[config.mk]
export PLATFORM = sky130hd
export DESIGN_NAME = serial_adder
export DESIGN_NICKNAME = d
export VERILOG_FILES = /design/src/rtl/serial_adder.sv
export SDC_FILE = /design/constraint.sdc
export NUM_CORES = 1
export LEC_CHECK = 0
export CAP_MARGIN = 40
export CORE_MARGIN = 5
export CORE_UTILIZATION = 40
export DETAILED_ROUTE_END_ITERATION = 10
export PLACE_DENSITY = 0.65
export SLEW_MARGIN = 10
export SYNTH_ARGS = -nofsm -noshare
export SYNTH_HDL_FRONTEND = slang
export SYNTH_SLANG_ARGS = --single-unit
[constraint.sdc]
create_clock -name clk -period 1.9 [get_ports clk]
set_clock_uncertainty 0.2 [all_clocks]
set_input_delay 0.285 -clock clk [delete_from_list [all_inputs] [get_ports clk]]
set_output_delay 0.285 -clock clk [all_outputs]
set_load 0.1 [all_outputs]
[src/rtl/serial_adder.sv]
// Bit-serial WIDTH-bit adder with valid/ready handshakes. It produces one sum bit per clock, LSB first.
// Define SERIAL_ADDER_SUB_EN to add a 'sub' port that computes a - b instead of a + b + cin.
module serial_adder #(
    parameter int WIDTH = 8
) (
    input  logic             clk,
    input  logic             rst_n,
    input  logic             in_valid,
    output logic             in_ready,
    input  logic [WIDTH-1:0] a,
    input  logic [WIDTH-1:0] b,
    input  logic             cin,
`ifdef SERIAL_ADDER_SUB_EN
    input  logic             sub,
`endif
    output logic             out_valid,
    input  logic             out_ready,
    output logic [WIDTH-1:0] sum,
    output logic             cout,
    output logic             busy
);

    localparam int CW = $clog2(WIDTH + 1);

    typedef enum logic [1:0] {
        S_IDLE,
        S_ADD,
        S_DONE
    } state_t;

    state_t           r_state;
    logic [CW-1:0]    r_cnt;
    logic             r_carry;
    logic [WIDTH-1:0] r_a_sh;
    logic [WIDTH-1:0] r_b_sh;
    logic [WIDTH-1:0] r_sum;
    logic             r_cout;

    // Full-adder slice built from two half-adders and an OR.
    logic w_ha1_s, w_ha1_c, w_ha2_s, w_ha2_c, w_c_next;
    assign w_ha1_s  = r_a_sh[0] ^ r_b_sh[0];
    assign w_ha1_c  = r_a_sh[0] & r_b_sh[0];
    assign w_ha2_s  = w_ha1_s ^ r_carry;
    assign w_ha2_c  = w_ha1_s & r_carry;
    assign w_c_next = w_ha1_c | w_ha2_c;

    logic [WIDTH-1:0] w_sum_next;
    generate
        if (WIDTH == 1) begin : g_w1
            assign w_sum_next = w_ha2_s;
        end else begin : g_wn
            assign w_sum_next = {w_ha2_s, r_sum[WIDTH-1:1]};
        end
    endgenerate

    logic [WIDTH-1:0] w_b_load;
    logic             w_c_load;
`ifdef SERIAL_ADDER_SUB_EN
    // Two's-complement subtract: invert b and force the carry-in to 1.
    assign w_b_load = sub ? ~b : b;
    assign w_c_load = sub ? 1'b1 : cin;
`else
    assign w_b_load = b;
    assign w_c_load = cin;
`endif

    // NOTE: every state register here is an ordinary flop, so each one resets and updates with <= only.
    always_ff @(posedge clk or negedge rst_n) begin
        if (!rst_n) begin
            r_state <= S_IDLE;
            r_cnt   <= '0;
            r_carry <= 1'b0;
            r_a_sh  <= '0;
            r_b_sh  <= '0;
            r_sum   <= '0;
            r_cout  <= 1'b0;
        end else begin
            case (r_state)
                S_IDLE: begin
                    if (in_valid) begin
                        r_a_sh  <= a;
                        r_b_sh  <= w_b_load;
                        r_carry <= w_c_load;
                        r_cnt   <= '0;
                        r_state <= S_ADD;
                    end
                end
                S_ADD: begin
                    r_sum   <= w_sum_next;
                    r_a_sh  <= r_a_sh >> 1;
                    r_b_sh  <= r_b_sh >> 1;
                    r_carry <= w_c_next;
                    r_cnt   <= r_cnt + CW'(1);
                    if (r_cnt == CW'(WIDTH - 1)) begin
                        r_cout  <= w_c_next;
                        r_state <= S_DONE;
                    end
                end
                S_DONE: begin
                    if (out_ready) begin
                        r_state <= S_IDLE;
                    end
                end
                default: r_state <= S_IDLE;
            endcase
        end
    end

    // The handshake flags depend only on the registered state.
    assign in_ready  = (r_state == S_IDLE);
    assign out_valid = (r_state == S_DONE);
    assign busy      = (r_state != S_IDLE);
    assign sum       = r_sum;
    assign cout      = r_cout;

endmodule

== After elaboration in Yosys (flattened, before gate mapping) ==
Index checks and enable logic that the tools add are counted.
W data, S select, Z words.

* Add/subtract/negate cells: 1
* Equal/unequal tests: 6
* Multiplexer cells: 12
* Bitwise logic cells: 5
* Reduce and logical (&&, ||, !) cells: 6

{| class="wikitable"
|+ Operators with widths
! kind !! number
|-
| $pmux W8 S2 || 2
|-
| $mux W8 || 2
|-
| $pmux W4 S2 || 1
|-
| $mux W2 || 3
|-
| $pmux W2 S3 || 1
|-
| $add A4 B1 Y4 const B || 1
|-
| $eq A4 B3 Y1 const B || 1
|-
| $mux W4 || 1
|-
| $ne A2 B2 Y1 const B || 2
|-
| $reduce_and A2 Y1 || 2
|-
| $reduce_bool A2 Y1 || 2
|-
| $reduce_and A3 Y1 || 1
|-
| $and A1 B1 Y1 || 2
|-
| $eq A2 B1 Y1 const B || 1
|-
| $eq A2 B2 Y1 const B || 1
|-
| $logic_not A2 Y1 || 1
|-
| $ne A2 B1 Y1 const B || 1
|-
| $pmux W1 S2 || 1
|-
| $xor A1 B1 Y1 || 2
|-
| $mux W1 || 1
|-
| $or A1 B1 Y1 || 1
|}

* Register bits: 32
* Input port bits: 21
* Output and inout bits: 12
* Word-level logic and storage cells: 37

== Longest topological paths before layout ==
Gate-level depths: netlist of the first run.

* Depth after elaboration: 4
* Gate-level depth with buffers: 5
* Mapped depth without buffers: 4

== Worst setup path after synthesis of the first run ==
OpenSTA, ideal clock, no wires.

* Kind: reg2out
* From: register r_state[1]
* To: output in_ready
* Data arrival time: 1,755 ps
* Data required time: 1,415 ps
* Path slack: -340 ps
* Stages on the path, launching flop included: 4
* Path buffers: 1
* Cell sequence: dfrtp_1 -> buf_2 -> or2_2 -> inv_1

* Cells in the longest elaborated chain, start to end: 1

{| class="wikitable"
|+ Ends and longest elaborated chain
! element !! line !! RTL
|-
| from (decl) || 31 || <nowiki>state_t r_state;</nowiki>
|-
| from (signal assigned) || 70 || <nowiki>r_state <= S_IDLE;</nowiki>
|-
| from (signal assigned) || 85 || <nowiki>r_state <= S_ADD;</nowiki>
|-
| from (signal assigned) || 96 || <nowiki>r_state <= S_DONE;</nowiki>
|-
| $logic_not A2 Y1 || 110 || <nowiki>assign in_ready = (r_state == S_IDLE);</nowiki>
|-
| to (decl) || 9 || <nowiki>output logic in_ready,</nowiki>
|}

No other way between the ends.

== Final worst setup path of the first run ==
* From: register r_state[0]
* To: output in_ready

Same word-level chain as after synthesis.

==> results.md, run 1 <==
- Max_cap viols: 0
- Most common cell after layout, fill and taps aside: dfrtp_1
- GRT overflow: 0
- Net Count, Synth: 183
- Clk_lat worst skew: 0.28 ns
- Clock root cell: clkbuf_8
- CP endpoint kind: output pin
- Met2 wire len: 1640 µm
- Die area: 0.005232 mm²
- Port buffer count: 32
- Number of CTS-inserted buffers: 5
- Post-layout util: 57.91%
- Sequential cell area fraction in the yosys report: 51.53%
- VDD IR max: 721.0 µV
- Max Clk Rate: 556.7 MHz
- Final period utilization: 94.55%
- WL met1: 1483 µm
- WL per Instance: 13.81 µm
- # nets final: 218
- H-tree levels: 2
- Worst Path Max Fanout: 12
- Die Span Y: 72.33 µm
- Rel. slew slack: 72.57%
- Final WL: 3356 µm
- Setup Total Neg Slack: 0 ns
- RSZ-0062 raised after global routing: false
- # rows: 22
- Status: complete, no violations
- Die Wd: 72.33 µm
- Via-per-instance ratio: 5.193
- Highest Signal Layer: met4
- I/O pins: 33
- Required time worst endpoint: 1.41 ns
- Hold Crit Class: input port to asynchronous set/reset pin
- Via count: 1262
- CTS tree: yes
- 1st-iter DRT viols: 85
- Power Density: 1714 mW/mm²
- Initial Util: 41.82%
- Most frequent cells in the layout: 30 x dfrtp_1, 28 x nand2_1, 20 x clkdlybuf4s50_1, 18 x a21oi_1, 15 x a22oi_1
- DRC viols: 0
- Share of layout cells above drive strength 1: 16.41%
- Core area: 0.003716 mm²
- DRT Pass-1 Iters: 5
- Synthesized instance count: 160
- Clk buf depth: 2
- Placer Congestion: 0.7984
- Vias in the first global route: 1245
- Fin worst setup slack: 0.1036 ns
- Slew @ Worst Pin: 0.4115 ns
- Initial antenna violation count: 0
- Startpoint types: flip-flop
- Total clock sinks: 32
- Final setup fails: 0
- Number of diodes: 0
- Arrival time at the worst endpoint: 1.31 ns
- Cell variety after synth: 26
- Filler cells: 329
- Clock transition at path regs: 0.06 ns
- WS Path Type: flip-flop to output pin
- LEAKAGE: 0.9734 nW
- DP Wirelength: 2415 µm
- Global-route wire length before repair: 5796 µm
- Worst hold slack: 0.2091 ns
- ANT nets after route: 0
- Area delta synth->final: 38.49%
- Slew Limit Fails: 0
- GRT Util Overall: 14.26%
- Yosys warning count: 0
- Setup slack at placement: 0.1324 ns
- Largest net degree at the start of global routing: 33
- Flops & latches, synth: 32
- Post-synthesis cell area: 0.001554 mm²
- Final hold vios: 0
- CTS Hold Bufs: 0
- Syn Area/Cell: 9.712 µm²
- DR WL met3: 194 µm
- Minimum clock period: 1.796 ns
## routing by layer
layer	up-vias	track usage (%)
li1	621	-
met4	0	4.175
met5	-	0
met2	40	22.55
met1	597	18.41
met3	4	4.986
## worst max-delay path: stages, from the launching register on
cell	delay, ns
dfrtp_2	0.48
or2_4	0.30
clkinvlp_4	0.08
buf_12	0.16
## per-stage QoR
| stage | cell area (µm²) | std cells | total power [mW] |
|---|---|---|---|
| floorplan | 1560 | 160 | 2.485 |
| global placement | 2053 | 236 | 3.104 |
| detailed placement | 2053 | 236 | 3.166 |
| CTS | 2150 | 243 | 3.723 |
| global route | 2152 | 243 | 3.912 |
| finish | 2152 | 243 | 3.689 |
## logic make-up after synthesis
logic type                 share of synthesized area [%]
AOI/OAI and AO/OA                                  21.34
and+or+nand+nor                                    18.28
DFF                                                51.53
buffers and inverters                              5.153
muxes                                              1.610
adders and majority gates                          2.093
## registers in the layout, summed over array words and instances, names as in the netlist
register / cells
cout: 1
r_a_sh: 8
r_b_sh: 8
r_carry: 1
r_cnt: 4
r_state: 2
sum: 8
## worst paths after layout
| check | from | cells past startpoint | slack, ns | endpoint |
|---|---|---|---|---|
| max in group asynchronous | rst_n | 2 | 0.97 | r_state[0] |
| hold / removal | rst_n | 2 | 0.21 | r_cnt[1] |
| hold reg to reg | r_b_sh[7] | 2 | 0.32 | r_b_sh[7] |
| min in group clk | r_b_sh[7] | 2 | 0.32 | r_b_sh[7] |
| setup reg to reg | r_state[1] | 5 | 0.30 | r_b_sh[4] |
| setup / recovery | r_state[0] | 3 | 0.10 | in_ready |
## layout make-up
type,count,area [µm²],area share (%)
clock buffer,7,96.34,4.477
inverter,2,11.26,0.5233
multi-input combinational,115,675.6,31.40
sequential,32,803.3,37.33
tap,48,60.06,2.791
timing repair buffer,39,505.5,23.49
## synth_stat cells
cell / n / area (µm²)
dfrtp_1: 32 / 800.8
clkbuf_1: 3 / 11.26
ha_1: 1 / 12.51
a21oi_1: 18 / 90.09
or2_2: 1 / 6.260
fa_1: 1 / 20.02
nand2_2: 1 / 6.260
mux2_4: 1 / 15.01
a22oi_1: 15 / 112.6
nand2b_1: 3 / 18.77
buf_8: 1 / 15.01
buf_4: 2 / 15.01
nand2_1: 28 / 105.1
o21ai_1: 10 / 50.05
and3b_1: 1 / 8.760
o21ai_0: 9 / 45.04
and2b_1: 8 / 60.06
nor2b_1: 11 / 68.82
o21bai_1: 1 / 7.510
buf_6: 1 / 11.26
nand3_1: 2 / 10.01
a22o_1: 2 / 17.52
o311ai_1: 1 / 8.760
mux2i_1: 1 / 10.01
inv_1: 2 / 7.510
buf_2: 4 / 20.02
## power by group
part           internal (mW)  total, mW  switching [mW]
Combinational          0.751       1.91            1.16
Clock                  0.322      0.553           0.231
Sequential             0.949       1.23           0.276
## timing repair
item                                   4_1_cts  5_1_grt
endpoints found under the hold margin        0        0
resized for setup                            0        2
buffers inserted                             0        0
setup endpoints to repair                    0        1
No activity file was read; power rests on OpenSTA's default activity.
==> run 2: changes to the inputs <==
--- a/config.mk
+++ b/config.mk
@@ -9,7 +9,7 @@
 export CORE_MARGIN = 5
 export CORE_UTILIZATION = 40
 export DETAILED_ROUTE_END_ITERATION = 10
-export PLACE_DENSITY = 0.65
+export PLACE_DENSITY = 0.68
 export SLEW_MARGIN = 10
 export SYNTH_ARGS = -nofsm -noshare
 export SYNTH_HDL_FRONTEND = slang
==> constraint.sdc (replaced) <==
create_clock -name clk -period 1.57 [get_ports clk]
set_clock_uncertainty 0.2 [all_clocks]
set_input_delay 0.2355 -clock clk [delete_from_list [all_inputs] [get_ports clk]]
set_output_delay 0.2355 -clock clk [all_outputs]
set_load 0.1 [all_outputs]
==> run 2 against run 1 <==
  * The flow now finishes with violations (negative setup slack)
  * Sequential power is 18% higher
  * Combinational power rose by 30%
  * Critical path depth stayed put
  * Sequential cell count stayed put
  * Sequential share of layout area shrank 2.2 points
  * Highest routed layer unchanged
==> results.md, run 2 (same netlist as run 1, synthesis figures left out) <==
- CTS tree: yes
- RSZ-0062 raised after global routing: true
- Largest net degree at the start of global routing: 33
- Setup slack at placement: -0.09026 ns
- Vias in the first global route: 1348
- Register Area: 802.0 µm²
- Minimum clock period: 1.666 ns
- Die area: 0.005232 mm²
- Worst Path Max Fanout: 4
- I/O pins: 33
- Multi-input logic area: 680.7 µm²
- GRT overflow: 0
- Area delta synth->final: 46.78%
- Violations in the final reports: negative setup slack
- Max_cap viols: 0
- Fin cells: 254
- Initial antenna violation count: 0
- WS Path Type: flip-flop to output pin
- # nets final: 228
- DRC viols: 0
- Filler cells: 333
- Hold Crit Class: input port to asynchronous set/reset pin
- # rows: 22
- Share of layout cells above drive strength 1: 21.84%
- CP endpoint kind: output pin
- Tot Pwr: 4.822 mW
- DP Wirelength: 2549 µm
- Rel. slew slack: 76.91%
- Port buffer count: 32
- Clk_lat worst skew: 0.29 ns
- Slew Limit Fails: 0
- Initial Util: 41.82%
- Final hold vios: 0
- Inst Count DP: 243
- Clk buf depth: 2
- Most common cell after layout, fill and taps aside: dfrtp_1
- Fin worst setup slack: -0.09602 ns
- GRT Util Overall: 15.20%
- Die Wd: 72.33 µm
- H-tree levels: 2
- Status: complete, but fails checks
- Max incr delay on CP: 0.43 ns
- LEAKAGE: 1.034 nW
- Final instance area: 0.002281 mm²
- Via count: 1343
- Clock root cell: clkbuf_8
- Final period utilization: 106.1%
- CP cell instances: or2_4, clkinvlp_4, buf_12
- WL per Instance: 14.41 µm
- Number of diodes: 0
- Final WL: 3661 µm
- Global-route wire length before repair: 6168 µm
- ANT nets after route: 0
- Startpoint types: flip-flop
- Die Span Y: 72.33 µm
- Max Clk Rate: 600.2 MHz
- DRT Pass-1 Iters: 4
- Setup Total Neg Slack: -0.1407 ns
- VDD IR max: 861.1 µV
- Core area: 0.003716 mm²
- Placer Congestion: 0.8300
- Number of CTS-inserted buffers: 5
- Final setup fails: 3
- 1st-iter DRT viols: 56
- CP bufs+invs: 2
- Family with the most delay on the worst path: flip-flops
- Total clock sinks: 32
- Slowest CP cell: dfrtp_2
- CTS Hold Bufs: 0
- Slew @ Worst Pin: 0.3457 ns
- Most frequent cells in the layout: 31 x dfrtp_1, 28 x nand2_1, 20 x clkdlybuf4s50_1, 18 x a21oi_1, 15 x a22oi_1
- Worst hold slack: 0.1222 ns
- Dpl cell area: 0.002122 mm²
- Power Density: 2114 mW/mm²
- Required time worst endpoint: 1.13 ns
- Post-layout util: 61.38%
- Via-per-instance ratio: 5.287
- Clock transition at path regs: 0.07 ns
- Arrival time at the worst endpoint: 1.23 ns
## run 2: area by class of cell
| cell class | instances | area share (%) |
|---|---|---|
| tap | 48 | 2.633 |
| clock buffer | 7 | 4.224 |
| sequential | 32 | 35.16 |
| multi-input combinational | 115 | 29.84 |
| inverter | 2 | 0.6583 |
| timing repair buffer | 49 | 26.17 |
| clock inverter | 1 | 1.317 |
## run 2: path summary, 6_finish.rpt
kind | cells past startpoint | to | slack [ns] | startpoint
min in group clk | 2 | r_a_sh[7] | 0.33 | r_a_sh[7]
worst min-delay path | 2 | sum[3] | 0.12 | rst_n
worst min register to register | 2 | r_a_sh[7] | 0.33 | r_a_sh[7]
worst max register to register | 4 | cout | 0.07 | r_cnt[1]
max in group asynchronous | 2 | r_state[1] | 0.86 | rst_n
worst max-delay path | 3 | in_ready | -0.1 | r_state[1]
## run 2: layer usage
layer	routed length, µm	up-vias	global-route usage (%)
li1	-	645	-
met1	1592	645	18.85
met2	1780	46	24.67
met3	230	7	5.263
met4	57	0	5.010
met5	0	-	0
## run 2: timing repair
action,CTS,global route
buffers inserted,3,0
pin swaps,1,0
endpoints found under the setup margin,3,19
resized for setup,1,3
## run 2: where the power goes
part	switching [mW]	internal, mW	total, mW
clock	0.317	0.560	0.877
combinational	1.48	1.01	2.49
sequential	0.307	1.15	1.45
